[src/rtl/gau_pkg.sv]
// Shared types for the colour-adjust arbiter: grant states, pixel payload and
// the per-stage pipeline records.
package gau_pkg;

  localparam int unsigned PIX_W = 8;

  typedef enum logic [1:0] {
    IDLE   = 2'd0,
    GRANT0 = 2'd1,
    GRANT1 = 2'd2
  } state_e;

  typedef struct packed {
    logic [PIX_W-1:0] r;
    logic [PIX_W-1:0] g;
    logic [PIX_W-1:0] b;
    logic [PIX_W-1:0] gray;
  } pix_t;

  // Operand stage: what the shared unit sees plus routing/control bits
  typedef struct packed {
    pix_t pix;
    logic id;
    logic last;
    logic bypass;
  } s1_t;

  // Result stage: adjusted (or bypassed) colour plus routing bits
  typedef struct packed {
    logic [PIX_W-1:0] r;
    logic [PIX_W-1:0] g;
    logic [PIX_W-1:0] b;
    logic             id;
    logic             last;
  } s2_t;

  localparam int unsigned S1_W = $bits(s1_t);
  localparam int unsigned S2_W = $bits(s2_t);

endpackage

[src/rtl/gau_share_arb_if.sv]
// Requester, shared-unit and response signals of the colour-adjust arbiter.
// master = surrounding parent/requesters, slave = the arbiter.
interface gau_share_arb_if;

  logic                      iBypass;

  logic                      iReq0_valid;
  logic                      oReq0_ready;
  logic [gau_pkg::PIX_W-1:0] iReq0_R;
  logic [gau_pkg::PIX_W-1:0] iReq0_G;
  logic [gau_pkg::PIX_W-1:0] iReq0_B;
  logic [gau_pkg::PIX_W-1:0] iReq0_gray;
  logic                      iReq0_last;

  logic                      iReq1_valid;
  logic                      oReq1_ready;
  logic [gau_pkg::PIX_W-1:0] iReq1_R;
  logic [gau_pkg::PIX_W-1:0] iReq1_G;
  logic [gau_pkg::PIX_W-1:0] iReq1_B;
  logic [gau_pkg::PIX_W-1:0] iReq1_gray;
  logic                      iReq1_last;

  logic [gau_pkg::PIX_W-1:0] oDp_R;
  logic [gau_pkg::PIX_W-1:0] oDp_G;
  logic [gau_pkg::PIX_W-1:0] oDp_B;
  logic [gau_pkg::PIX_W-1:0] oDp_gray;
  logic [gau_pkg::PIX_W-1:0] iDp_R;
  logic [gau_pkg::PIX_W-1:0] iDp_G;
  logic [gau_pkg::PIX_W-1:0] iDp_B;

  logic                      oRsp_valid;
  logic                      iRsp_ready;
  logic [gau_pkg::PIX_W-1:0] oRsp_R;
  logic [gau_pkg::PIX_W-1:0] oRsp_G;
  logic [gau_pkg::PIX_W-1:0] oRsp_B;
  logic                      oRsp_id;
  logic                      oRsp_last;

  modport master (
    output iBypass,
    output iReq0_valid, iReq0_R, iReq0_G, iReq0_B, iReq0_gray, iReq0_last,
    output iReq1_valid, iReq1_R, iReq1_G, iReq1_B, iReq1_gray, iReq1_last,
    output iDp_R, iDp_G, iDp_B,
    output iRsp_ready,
    input  oReq0_ready, oReq1_ready,
    input  oDp_R, oDp_G, oDp_B, oDp_gray,
    input  oRsp_valid, oRsp_R, oRsp_G, oRsp_B, oRsp_id, oRsp_last
  );

  modport slave (
    input  iBypass,
    input  iReq0_valid, iReq0_R, iReq0_G, iReq0_B, iReq0_gray, iReq0_last,
    input  iReq1_valid, iReq1_R, iReq1_G, iReq1_B, iReq1_gray, iReq1_last,
    input  iDp_R, iDp_G, iDp_B,
    input  iRsp_ready,
    output oReq0_ready, oReq1_ready,
    output oDp_R, oDp_G, oDp_B, oDp_gray,
    output oRsp_valid, oRsp_R, oRsp_G, oRsp_B, oRsp_id, oRsp_last
  );

endinterface

[src/rtl/gau_pipe_reg.sv]
// One valid/ready register slice; the caller computes the enable so a chain of
// these forms a stall-able pipeline.
module gau_pipe_reg #(
  parameter int unsigned W = 8
) (
  input  logic         clk,
  input  logic         rst_n,
  input  logic         en,
  input  logic         in_v,
  input  logic [W-1:0] in_d,
  output logic         out_v,
  output logic [W-1:0] out_d
);

  // Data only moves with a valid beat so held results stay put across bubbles
  always_ff @(posedge clk or negedge rst_n) begin
    if (!rst_n) begin
      out_v <= 1'b0;
      out_d <= '0;
    end else if (en) begin
      out_v <= in_v;
      if (in_v) out_d <= in_d;
    end
  end

endmodule

[src/rtl/gau_share_arb.sv]
// Line-granular round-robin arbiter sharing one combinational colour-adjust
// unit between two pixel streams, with operand and result register stages.
module gau_share_arb
  import gau_pkg::*;
#(
  parameter  int unsigned MAX_BURST = 640,
  localparam int unsigned CW        = $clog2(MAX_BURST)
) (
  input  logic            iCLK,
  input  logic            iRST_N,
  gau_share_arb_if.slave  bus
);

  state_e          state_q;
  state_e          state_d;
  logic            rr_q;
  logic [CW-1:0]   cnt_q;

  logic            s1_v;
  logic            s2_v;
  s1_t             s1_d;
  s1_t             s1_q;
  s2_t             s2_d;
  s2_t             s2_q;

  logic            s1_en;
  logic            s2_en;
  logic            ready0_c;
  logic            ready1_c;
  logic            acc_c;
  logic            acc_last_c;
  logic            release_c;

  // Pipeline advance: a stage may load when empty or when its consumer drains it
  assign s2_en = !s2_v || bus.iRsp_ready;
  assign s1_en = !s1_v || s2_en;

  assign acc_c      = (ready0_c && bus.iReq0_valid) || (ready1_c && bus.iReq1_valid);
  assign acc_last_c = (state_q == GRANT1) ? bus.iReq1_last : bus.iReq0_last;
  assign release_c  = acc_c && (acc_last_c || (cnt_q == CW'(MAX_BURST - 1)));

  always_ff @(posedge iCLK or negedge iRST_N) begin
    if (!iRST_N) state_q <= IDLE;
    else         state_q <= state_d;
  end

  always_comb begin
    state_d = state_q;
    case (state_q)
      IDLE: begin
        if (bus.iReq0_valid && bus.iReq1_valid) state_d = rr_q ? GRANT1 : GRANT0;
        else if (bus.iReq0_valid)               state_d = GRANT0;
        else if (bus.iReq1_valid)               state_d = GRANT1;
      end
      GRANT0, GRANT1: begin
        if (release_c) state_d = IDLE;
      end
      default: state_d = IDLE;
    endcase
  end

  // IDLE grants nobody, which is the one-cycle bubble between lines
  always_comb begin
    ready0_c = 1'b0;
    ready1_c = 1'b0;
    case (state_q)
      GRANT0:  ready0_c = s1_en;
      GRANT1:  ready1_c = s1_en;
      default: begin
        ready0_c = 1'b0;
        ready1_c = 1'b0;
      end
    endcase
  end

  assign bus.oReq0_ready = ready0_c;
  assign bus.oReq1_ready = ready1_c;

  // Beat counter and round-robin pointer; release hands priority to the other port
  always_ff @(posedge iCLK or negedge iRST_N) begin
    if (!iRST_N) begin
      cnt_q <= '0;
      rr_q  <= 1'b0;
    end else if (release_c) begin
      cnt_q <= '0;
      rr_q  <= (state_q == GRANT0);
    end else if (acc_c) begin
      cnt_q <= cnt_q + CW'(1);
    end
  end

  always_comb begin
    s1_d        = '0;
    s1_d.id     = (state_q == GRANT1);
    s1_d.bypass = bus.iBypass;
    if (state_q == GRANT1) begin
      s1_d.pix  = '{r: bus.iReq1_R, g: bus.iReq1_G, b: bus.iReq1_B, gray: bus.iReq1_gray};
      s1_d.last = bus.iReq1_last;
    end else begin
      s1_d.pix  = '{r: bus.iReq0_R, g: bus.iReq0_G, b: bus.iReq0_B, gray: bus.iReq0_gray};
      s1_d.last = bus.iReq0_last;
    end
  end

  gau_pipe_reg #(.W(S1_W)) u_s1 (
    .clk   (iCLK),
    .rst_n (iRST_N),
    .en    (s1_en),
    .in_v  (acc_c),
    .in_d  (s1_d),
    .out_v (s1_v),
    .out_d (s1_q)
  );

  assign bus.oDp_R    = s1_q.pix.r;
  assign bus.oDp_G    = s1_q.pix.g;
  assign bus.oDp_B    = s1_q.pix.b;
  assign bus.oDp_gray = s1_q.pix.gray;

  always_comb begin
    s2_d      = '0;
    s2_d.r    = s1_q.bypass ? s1_q.pix.r : bus.iDp_R;
    s2_d.g    = s1_q.bypass ? s1_q.pix.g : bus.iDp_G;
    s2_d.b    = s1_q.bypass ? s1_q.pix.b : bus.iDp_B;
    s2_d.id   = s1_q.id;
    s2_d.last = s1_q.last;
  end

  gau_pipe_reg #(.W(S2_W)) u_s2 (
    .clk   (iCLK),
    .rst_n (iRST_N),
    .en    (s2_en),
    .in_v  (s1_v),
    .in_d  (s2_d),
    .out_v (s2_v),
    .out_d (s2_q)
  );

  assign bus.oRsp_valid = s2_v;
  assign bus.oRsp_R     = s2_q.r;
  assign bus.oRsp_G     = s2_q.g;
  assign bus.oRsp_B     = s2_q.b;
  assign bus.oRsp_id    = s2_q.id;
  assign bus.oRsp_last  = s2_q.last;

endmodule

[src/flat_wrapper.sv]
// flat-port wrapper written by rule: the top's interface ports become plain ports
module gau_share_arb_flat import gau_pkg::*;
#(
  parameter  int unsigned MAX_BURST = 640,
  localparam int unsigned CW        = $clog2(MAX_BURST)
)
  (iCLK, iRST_N, bus_iBypass, bus_iReq0_valid, bus_iReq0_R, bus_iReq0_G, bus_iReq0_B, bus_iReq0_gray, bus_iReq0_last, bus_iReq1_valid, bus_iReq1_R, bus_iReq1_G, bus_iReq1_B, bus_iReq1_gray, bus_iReq1_last, bus_iDp_R, bus_iDp_G, bus_iDp_B, bus_iRsp_ready, bus_oReq0_ready, bus_oReq1_ready, bus_oDp_R, bus_oDp_G, bus_oDp_B, bus_oDp_gray, bus_oRsp_valid, bus_oRsp_R, bus_oRsp_G, bus_oRsp_B, bus_oRsp_id, bus_oRsp_last);
  gau_share_arb_if bus_i ();
  input  logic iCLK;
  input  logic iRST_N;
  input wire logic [$bits(bus_i.iBypass)-1:0] bus_iBypass;
  input wire logic [$bits(bus_i.iReq0_valid)-1:0] bus_iReq0_valid;
  input wire logic [$bits(bus_i.iReq0_R)-1:0] bus_iReq0_R;
  input wire logic [$bits(bus_i.iReq0_G)-1:0] bus_iReq0_G;
  input wire logic [$bits(bus_i.iReq0_B)-1:0] bus_iReq0_B;
  input wire logic [$bits(bus_i.iReq0_gray)-1:0] bus_iReq0_gray;
  input wire logic [$bits(bus_i.iReq0_last)-1:0] bus_iReq0_last;
  input wire logic [$bits(bus_i.iReq1_valid)-1:0] bus_iReq1_valid;
  input wire logic [$bits(bus_i.iReq1_R)-1:0] bus_iReq1_R;
  input wire logic [$bits(bus_i.iReq1_G)-1:0] bus_iReq1_G;
  input wire logic [$bits(bus_i.iReq1_B)-1:0] bus_iReq1_B;
  input wire logic [$bits(bus_i.iReq1_gray)-1:0] bus_iReq1_gray;
  input wire logic [$bits(bus_i.iReq1_last)-1:0] bus_iReq1_last;
  input wire logic [$bits(bus_i.iDp_R)-1:0] bus_iDp_R;
  input wire logic [$bits(bus_i.iDp_G)-1:0] bus_iDp_G;
  input wire logic [$bits(bus_i.iDp_B)-1:0] bus_iDp_B;
  input wire logic [$bits(bus_i.iRsp_ready)-1:0] bus_iRsp_ready;
  output wire logic [$bits(bus_i.oReq0_ready)-1:0] bus_oReq0_ready;
  output wire logic [$bits(bus_i.oReq1_ready)-1:0] bus_oReq1_ready;
  output wire logic [$bits(bus_i.oDp_R)-1:0] bus_oDp_R;
  output wire logic [$bits(bus_i.oDp_G)-1:0] bus_oDp_G;
  output wire logic [$bits(bus_i.oDp_B)-1:0] bus_oDp_B;
  output wire logic [$bits(bus_i.oDp_gray)-1:0] bus_oDp_gray;
  output wire logic [$bits(bus_i.oRsp_valid)-1:0] bus_oRsp_valid;
  output wire logic [$bits(bus_i.oRsp_R)-1:0] bus_oRsp_R;
  output wire logic [$bits(bus_i.oRsp_G)-1:0] bus_oRsp_G;
  output wire logic [$bits(bus_i.oRsp_B)-1:0] bus_oRsp_B;
  output wire logic [$bits(bus_i.oRsp_id)-1:0] bus_oRsp_id;
  output wire logic [$bits(bus_i.oRsp_last)-1:0] bus_oRsp_last;
  assign bus_i.iBypass = bus_iBypass;
  assign bus_i.iReq0_valid = bus_iReq0_valid;
  assign bus_i.iReq0_R = bus_iReq0_R;
  assign bus_i.iReq0_G = bus_iReq0_G;
  assign bus_i.iReq0_B = bus_iReq0_B;
  assign bus_i.iReq0_gray = bus_iReq0_gray;
  assign bus_i.iReq0_last = bus_iReq0_last;
  assign bus_i.iReq1_valid = bus_iReq1_valid;
  assign bus_i.iReq1_R = bus_iReq1_R;
  assign bus_i.iReq1_G = bus_iReq1_G;
  assign bus_i.iReq1_B = bus_iReq1_B;
  assign bus_i.iReq1_gray = bus_iReq1_gray;
  assign bus_i.iReq1_last = bus_iReq1_last;
  assign bus_i.iDp_R = bus_iDp_R;
  assign bus_i.iDp_G = bus_iDp_G;
  assign bus_i.iDp_B = bus_iDp_B;
  assign bus_i.iRsp_ready = bus_iRsp_ready;
  assign bus_oReq0_ready = bus_i.oReq0_ready;
  assign bus_oReq1_ready = bus_i.oReq1_ready;
  assign bus_oDp_R = bus_i.oDp_R;
  assign bus_oDp_G = bus_i.oDp_G;
  assign bus_oDp_B = bus_i.oDp_B;
  assign bus_oDp_gray = bus_i.oDp_gray;
  assign bus_oRsp_valid = bus_i.oRsp_valid;
  assign bus_oRsp_R = bus_i.oRsp_R;
  assign bus_oRsp_G = bus_i.oRsp_G;
  assign bus_oRsp_B = bus_i.oRsp_B;
  assign bus_oRsp_id = bus_i.oRsp_id;
  assign bus_oRsp_last = bus_i.oRsp_last;
  gau_share_arb #(.MAX_BURST(MAX_BURST)) u_core (.iCLK(iCLK), .iRST_N(iRST_N), .bus(bus_i));
endmodule
[config.mk]
export PLATFORM = sky130hd
export DESIGN_NAME = gau_share_arb_flat
export DESIGN_NICKNAME = d
export VERILOG_FILES = /design/src/rtl/gau_pkg.sv /design/src/rtl/gau_share_arb_if.sv /design/src/rtl/gau_pipe_reg.sv /design/src/rtl/gau_share_arb.sv /design/src/flat_wrapper.sv
export SDC_FILE = /design/constraint.sdc
export NUM_CORES = 1
export LEC_CHECK = 0
export CAP_MARGIN = 30
export CORE_ASPECT_RATIO = 0.75
export CORE_MARGIN = 8
export CORE_UTILIZATION = 40
export CTS_CLUSTER_SIZE = 10
export DETAILED_ROUTE_END_ITERATION = 10
export PLACE_DENSITY = 0.83
export SYNTH_ARGS = -nofsm -noshare
export SYNTH_HDL_FRONTEND = slang
export SYNTH_HIERARCHICAL = 1
export SYNTH_SLANG_ARGS = --single-unit
export TNS_END_PERCENT = 10
[constraint.sdc]
create_clock -name iCLK -period 2 [get_ports iCLK]
set_input_delay 0.4 -clock iCLK [delete_from_list [all_inputs] [get_ports iCLK]]
set_output_delay 0.4 -clock iCLK [all_outputs]
set_load 0.01 [all_outputs]
-- After elaboration in Yosys (flattened, before gate mapping)
Index checks and enable logic that the tools add are counted.
- register bits after elaboration: 76
- bits in latches: 0
- memory bits (writable): 0
- ROM bits: 0
- input port bits: 96
- word-level logic and storage cells: 44
- memories: 0
- add/subtract/negate cells: 1
- $mul: 0
- div/mod/pow operators: 0
- magnitude comparators: 0
- equal/unequal tests: 5
- shift-type cells: 0
- multiplexer cells: 15
- bitwise operators: 0
- reduce and logical (&&, ||, !) cells: 16
- operators with widths (cell ; number):
    32-bit two-way mux ; 1
    8-bit two-way mux ; 3
    10-bit two-way mux ; 2
    10-bit by 1-bit adder with 10-bit output (second input constant) ; 1
    10-bit equality test (second input constant) ; 1
    2-bit two-way mux ; 5
    2-bit AND reduction ; 3
    1-bit logical AND ; 4
    1-bit logical OR ; 4
    4-bit by 3-bit inequality test with 1-bit output (second input constant) ; 1
    2-bit one-hot mux with 2 select lines ; 1
    1-bit two-way mux ; 3
    2-bit by 1-bit equality test with 1-bit output (second input constant) ; 1
    2-bit equality test (second input constant) ; 1
    1-bit logical NOT ; 2
    2-bit logical NOT ; 1
    2-bit by 1-bit inequality test with 1-bit output (second input constant) ; 1
    2-bit nonzero test ; 1
    2-bit OR reduction ; 1

-- Logic depth before layout (Yosys ltp)
- word-level depth: 9
- gate-level depth with buffers: 9
- gate-level depth less buffers: 7

-- Modules after synthesis
The synthesis kept the hierarchy.
- modules (own cells, without submodules) (module ; instances ; cells an instance ; area each (µm²)):
    gau_share_arb ; 1 ; 157 ; 1521.5
    gau_pipe_reg at u_core.u_s1 ; 1 ; 77 ; 1457.6
    gau_pipe_reg at u_core.u_s2 ; 1 ; 58 ; 1082.3

-- Worst setup path after synthesis
OpenSTA, ideal clock, no wires.
- kind: reg-to-reg
- start: register u_core.state_q[0]
- end: register u_core.u_s1.out_d[10]
- data arrival time: 1766 ps
- required time: 1875 ps
- setup slack: 109 ps
- cell stages (with the launch flop): 10
- buffers on the path: 2
- clock period less this slack: 1891 ps
- path through: dfrtp_1 > inv_1 > ha_1 > buf_6 > a22oi_1 > or2_1 > inv_2 > nand2_4 > buf_6 > mux2_4
- RTL lines (item ; RTL line ; source):
    start, declared ; gau_share_arb.sv:14 ; state_e state_q;
    start signal, assigned ; gau_share_arb.sv:44 ; else state_q <= state_d;
    end signal, assigned ; gau_pipe_reg.sv:22 ; if (in_v) out_d <= in_d;
    end, declared ; gau_pipe_reg.sv:12 ; output logic [W-1:0] out_d

-- Worst setup path after layout
- start: register u_core.state_q[1]
- end: register u_core.u_s1.out_d[30]
- longest elaborated chain between the ends: 5
- elaborated cells on any way between the ends: 9
- those cells by class: eq/ne (2); mux (3); reduce/logical (4)
- RTL lines (item ; RTL line ; source):
    2-bit by 1-bit equality test with 1-bit output or 2-bit equality test (tied branches) ; gau_share_arb.sv:66 ; case (state_q)
    1-bit two-way mux ; gau_share_arb.sv:66 ;
    1-bit logical AND ; gau_share_arb.sv:38 ; assign acc_c = (ready0_c && bus.iReq0_valid) || (ready1_c && bus.iReq1_valid);
    1-bit logical OR (*) ; gau_share_arb.sv:38 ;
    named net u_core.acc_c ; gau_share_arb.sv:30 ; logic acc_c;
    2-bit AND reduction (no line) (*) ; n/a ;
Mark *: on every way through the listed nets, which the timed path passes. The rest lies on a longest branch.
A chain may end at the register's enable or synchronous reset.

==> flow_summary.html <==
<table>
<tr><th>Metric</th><th>Value</th></tr>
<tr><th colspan="2">Clock network</th></tr>
<tr><td>Clock tree buffer depth</td><td>2</td></tr>
<tr><td>Count of clock tree sinks</td><td>76</td></tr>
<tr><td>Worst-skew pair later-pin latency</td><td>between 300 and 400 ps</td></tr>
<tr><td>Clock transition at the registers of the reported paths</td><td>~60 ps</td></tr>
<tr><td>CTS Buf Count</td><td>9</td></tr>
<tr><td>Setup bufs post-CTS</td><td>0</td></tr>
<tr><td>Max H-tree Level</td><td>3</td></tr>
<tr><td>CTS tree</td><td>built</td></tr>
<tr><td>Buffer cell driving the clock tree root</td><td>sky130_fd_sc_hd__clkbuf_16</td></tr>
<tr><td>Hold-fix buffers, CTS</td><td>0</td></tr>
<tr><th colspan="2">Timing</th></tr>
<tr><td>RSZ-0062 raised after global routing</td><td>false</td></tr>
<tr><td>Number of hold-slack violations in the final timing report</td><td>0</td></tr>
<tr><td>Max Fclk</td><td>between 0.5 and 0.6 GHz</td></tr>
<tr><td>Final setup violating endpoints</td><td>0</td></tr>
<tr><td>Hold_ws</td><td>11.4 ps</td></tr>
<tr><td>Clock period minus worst slack</td><td>~1900 ps</td></tr>
<tr><td>Worst slew slack as a fraction of its limit</td><td>a little over two thirds</td></tr>
<tr><td>Setup TNS</td><td>0 ps</td></tr>
<tr><td>Transition at the pin with the smallest max-transition slack</td><td>447 ps</td></tr>
<tr><td>Final clock period utilization by the worst path</td><td>95.6%</td></tr>
<tr><td>Final Slew Violations</td><td>0</td></tr>
<tr><td>Max Clock Skew</td><td>slightly above 5 ps</td></tr>
<tr><th colspan="2">Logic synthesis</th></tr>
<tr><td>Cell count after synthesis</td><td>~290</td></tr>
<tr><td>Synth cell types</td><td>37</td></tr>
<tr><td>Cell area after synthesis</td><td>0.00406 sq mm</td></tr>
<tr><td>Yosys warning total</td><td>6</td></tr>
<tr><td>Flops &amp; latches, synth</td><td>76</td></tr>
<tr><td>Proportion of synthesized chip area in sequential cells</td><td>46.8%</td></tr>
<tr><td>Avg Inst Size Synth</td><td>roughly 14 sq um</td></tr>
<tr><td>Synthesized netlist net count</td><td>a little under 400</td></tr>
<tr><th colspan="2">Layout</th></tr>
<tr><td>Most frequent cells in the layout</td><td>sky130_fd_sc_hd__clkdlybuf4s50_1 (153), sky130_fd_sc_hd__dfrtp_1 (75), sky130_fd_sc_hd__mux2_2 (69)</td></tr>
<tr><td># diodes</td><td>0</td></tr>
<tr><td>Fraction of final layout cells sized beyond drive strength 1</td><td>35.5%</td></tr>
<tr><td># nets final</td><td>565</td></tr>
<tr><td>Most frequent standard cell in the layout excluding fill and tap cells</td><td>sky130_fd_sc_hd__clkdlybuf4s50_1</td></tr>
<tr><td>Final instance count without filler cells</td><td>606</td></tr>
<tr><td>Layout-stage area growth over the synthesis result</td><td>53.2%</td></tr>
<tr><th colspan="2">GRT</th></tr>
<tr><td>Number of antenna violations at the first check in global routing</td><td>0</td></tr>
<tr><td>Peak-usage layer in the global routing report</td><td>met2</td></tr>
<tr><td>Number of global-route vias before repair</td><td>~3,400</td></tr>
<tr><td>Remaining Overflow, GRT</td><td>0</td></tr>
<tr><td>Met1 Usage GRT</td><td>about a fifth</td></tr>
<tr><td>First-pass GRT wire length</td><td>18,000 um</td></tr>
<tr><td>Pin count of the biggest net entering global routing</td><td>34</td></tr>
<tr><td>GR met3 Demand/Resource</td><td>6.13%</td></tr>
<tr><td>GRT Overall Usage</td><td>16.5%</td></tr>
<tr><td>Met2 Usage GRT</td><td>between 20% and 30%</td></tr>
<tr><th colspan="2">Route</th></tr>
<tr><td>Number of antenna-violating nets in the routed design</td><td>0</td></tr>
<tr><td>Post-route DRC</td><td>0</td></tr>
<tr><td>DRT Wirelength</td><td>about 11,000 um</td></tr>
<tr><td>Drt pass-1 iters</td><td>4</td></tr>
<tr><td>Detailed router's first-iteration violation count</td><td>~150</td></tr>
<tr><td>Vias per std cell</td><td>between 4 and 5</td></tr>
<tr><td>Via total after detailed routing</td><td>about 3,000</td></tr>
<tr><td>Avg WL per Cell</td><td>about 19 um</td></tr>
<tr><th colspan="2">Worst setup path</th></tr>
<tr><td>Worst reg-to-reg path cell count</td><td>8</td></tr>
<tr><td>Data arrival, critical path</td><td>roughly 2100 ps</td></tr>
<tr><td>Launch point of the worst reg-to-reg path</td><td>u_core/state_q[1]$_DFFE_PN0P_</td></tr>
<tr><td>Cell at the slowest stage of the critical path</td><td>sky130_fd_sc_hd__dfrtp_2</td></tr>
<tr><td>Req. time, crit path</td><td>~2200 ps</td></tr>
<tr><td>Ordered list of cells on the worst path</td><td>inv_1, ha_1, a22oi_2, or2_1, inv_2, nand2_4, clkbuf_16, mux2_4</td></tr>
<tr><td>Setup slack on the worst flop-to-flop path</td><td>90 ps</td></tr>
<tr><td>Highest cell delay on the worst timing path</td><td>roughly 440 ps</td></tr>
<tr><td>Setup crit end kind</td><td>flip-flop</td></tr>
<tr><td>Kind of start point of the critical path</td><td>flip-flop</td></tr>
<tr><td>Reg-to-reg endpoint</td><td>u_core/u_s1/out_d[30]$_DFFE_PN0P_</td></tr>
<tr><td>Startpoint-to-endpoint class of the critical path</td><td>flip-flop to flip-flop</td></tr>
<tr><td>CP Max Fanout</td><td>11</td></tr>
<tr><th colspan="2">Floorplan</th></tr>
<tr><td>Std-Cell Rows</td><td>32</td></tr>
<tr><td>Die area</td><td>0.0137 sq mm</td></tr>
<tr><td>Die height</td><td>a little over 100 um</td></tr>
<tr><td>X dimension of the die</td><td>about 130 um</td></tr>
<tr><td>Boundary pin count</td><td>about 160</td></tr>
<tr><td>Placeable core region</td><td>just over 0.01 sq mm</td></tr>
<tr><td>Initial core utilization</td><td>roughly 40%</td></tr>
<tr><th colspan="2">Hold path</th></tr>
<tr><td>Kind of path behind the tightest hold check</td><td>input pin to asynchronous set/reset pin</td></tr>
<tr><th colspan="2">Pwr</th></tr>
<tr><td>Peak ir drop on the vdd network</td><td>about 710 uV</td></tr>
<tr><td>Share of total power in combinational logic</td><td>a little over half</td></tr>
<tr><td>Portion of total power attributed to the clock network</td><td>17.9%</td></tr>
<tr><td>Part of the total power dissipated in sequential elements</td><td>29.9%</td></tr>
<tr><td>Sw Ratio</td><td>about a third</td></tr>
<tr><td>Reported net switching power</td><td>approximately 0.003 W</td></tr>
<tr><td>Standby leakage power</td><td>approximately 2.7 nW</td></tr>
<tr><td>Pwr per Cell Area</td><td>between 1000 and 1500 mW/mm^2</td></tr>
<tr><td>Power Internal</td><td>0.00637 W</td></tr>
<tr><th colspan="2">Job</th></tr>
<tr><td>Max-cap viol count</td><td>0</td></tr>
<tr><th colspan="2">Placement</th></tr>
<tr><td>Post-placement cell count</td><td>589</td></tr>
<tr><td>HPWL after detailed placement</td><td>roughly 8400 um</td></tr>
<tr><td>Count of buffers inserted at the top-level ports</td><td>around 160</td></tr>
<tr><td>RePlAce Congestion</td><td>a little over 0.8</td></tr>
<tr><th colspan="2">Outcome</th></tr>
<tr><td>Result of the run</td><td>completed</td></tr>
</table>
power by group through the flow:
stage / clock, W / combinational, W / sequential (W)
6_report: 0.00167 / 0.00487 / 0.00278
5_1_grt: 0.00177 / 0.00518 / 0.00289
4_1_cts: 0.00171 / 0.00487 / 0.00278
3_5_place_dp: 0 / 0.00484 / 0.00278
3_3_place_gp: 0 / 0.00470 / 0.00275
2_1_floorplan: 0 / 0.00250 / 0.00297
metal layers:
layer | wire, um | share of wire (%) | vias up
met1 | 4880 | 43 | 1471
met4 | 123 | 1.1 | 0
met5 | 0 | 0 | -
li1 | - | - | 1396
met2 | 5450 | 48 | 127
met3 | 843 | 7.5 | 13
timing repair:
item                       4_1_cts  5_1_grt
pin swaps                        0        1
setup endpoints to repair        2       27
cloned                           0        1
gates resized for setup          4        3
cell type report:
type,instances,area (sq um)
clock buffer,11,253
clock inverter,5,60.1
fill,827,3870
inverter,10,37.5
multi-input combinational,193,2040
sequential,76,1900
tap,136,170
timing repair buffer,175,1760
cell families after synthesis:
| group | after synthesis | share of synthesized area [%] |
|---|---|---|
| AO/OA/AOI/OAI | 27 | 4.93 |
| flip-flops | 76 | 46.8 |
| multiplexers | 121 | 38.0 |
| adder cells (fa/ha/maj) | 4 | 1.23 |
| AND/OR/NAND/NOR | 41 | 5.64 |
| buffers and inverters | 23 | 3.39 |
worst max-delay path, delay by kind of cell, from the launching register on:
kind,cells,cell delay [ps]
fa+ha+maj,1,200
mux,1,310
simple gates,2,360
flops,1,440
buf+inv,3,390
compound gates,1,90
synthesized netlist by cell type:
| library cell | n | area, sq um |
|---|---|---|
| sky130_fd_sc_hd__nand4_1 | 2 | 12.5 |
| sky130_fd_sc_hd__a22oi_1 | 1 | 7.51 |
| sky130_fd_sc_hd__a31oi_1 | 1 | 6.26 |
| sky130_fd_sc_hd__inv_1 | 9 | 33.8 |
| sky130_fd_sc_hd__nand3_1 | 8 | 40.0 |
| sky130_fd_sc_hd__a21boi_2 | 1 | 11.3 |
| sky130_fd_sc_hd__nand2_1 | 9 | 33.8 |
| sky130_fd_sc_hd__nor3_1 | 3 | 15.0 |
| sky130_fd_sc_hd__buf_2 | 5 | 25.0 |
| sky130_fd_sc_hd__nor3b_2 | 1 | 12.5 |
| sky130_fd_sc_hd__o2bb2ai_1 | 1 | 8.76 |
| sky130_fd_sc_hd__o31ai_2 | 1 | 12.5 |
| sky130_fd_sc_hd__clkbuf_1 | 2 | 7.51 |
| sky130_fd_sc_hd__a21oi_1 | 3 | 15.0 |
| sky130_fd_sc_hd__a31o_4 | 1 | 17.5 |
| sky130_fd_sc_hd__inv_2 | 1 | 3.75 |
| sky130_fd_sc_hd__mux2_2 | 69 | 777 |
| sky130_fd_sc_hd__or3_1 | 1 | 6.26 |
| sky130_fd_sc_hd__and3b_1 | 1 | 8.76 |
| sky130_fd_sc_hd__mux2i_1 | 3 | 30.0 |
| sky130_fd_sc_hd__mux2_4 | 49 | 736 |
| sky130_fd_sc_hd__o22ai_1 | 2 | 12.5 |
| sky130_fd_sc_hd__o21ai_0 | 5 | 25.0 |
| sky130_fd_sc_hd__nand2b_1 | 2 | 12.5 |
| sky130_fd_sc_hd__a31oi_4 | 1 | 21.3 |
| sky130_fd_sc_hd__dfrtp_1 | 76 | 1900 |
| sky130_fd_sc_hd__ha_1 | 4 | 50.1 |
| sky130_fd_sc_hd__nand2_2 | 1 | 6.26 |
| sky130_fd_sc_hd__o211ai_1 | 3 | 22.5 |
| sky130_fd_sc_hd__nor2_1 | 4 | 15.0 |
| sky130_fd_sc_hd__buf_6 | 6 | 67.6 |
| sky130_fd_sc_hd__and3_1 | 3 | 18.8 |
| sky130_fd_sc_hd__nand2_4 | 2 | 22.5 |
| sky130_fd_sc_hd__nor2b_1 | 3 | 18.8 |
| sky130_fd_sc_hd__o21ai_1 | 6 | 30.0 |
| sky130_fd_sc_hd__or2_1 | 1 | 6.26 |
| sky130_fd_sc_hd__a32o_1 | 1 | 10.0 |
sequential cells by signal, indices dropped and copies added, names as in the netlist:
name / flops
u_core/u_s1/out_d: 35
u_core/u_s2/out_d: 26
u_core/cnt_q: 10
u_core/state_q: 2
u_core/rr_q: 1
u_core/u_s1/out_v: 1
u_core/u_s2/out_v: 1
worst max-delay path by stage:
stage | start | end | slack, ps | cells past startpoint
finish | u_core/state_q[1]$_DFFE_PN0P_ | u_core/u_s1/out_d[30]$_DFFE_PN0P_ | 90 | 8
global route | u_core/state_q[1]$_DFFE_PN0P_ | u_core/u_s1/out_d[30]$_DFFE_PN0P_ | 6 | 8
CTS | u_core/state_q[1]$_DFFE_PN0P_ | u_core/u_s1/out_d[34]$_DFFE_PN0P_ | 30 | 8
detailed placement | bus_iRsp_ready | bus_oReq1_ready | -170 | 4
global placement | bus_iRsp_ready | bus_oReq0_ready | -140 | 4
floorplan | u_core/state_q[0]$_DFFE_PN0P_ | u_core/u_s1/out_d[10]$_DFFE_PN0P_ | 110 | 9
metrics by stage:
step                      setup WS [ps]  instance area (sq um)  total power, W  util, %
final                              88.3                   6220         0.00932     61.7
after global routing               6.33                   6220         0.00983     61.7
after CTS                          29.4                   6190         0.00936     61.3
after detailed placement           -167                   5870         0.00762     58.1
after global placement             -135                   5870         0.00745     58.1
after floorplan                     109                   4060         0.00547        -
Note: power is estimated with default switching activity, not from simulation.
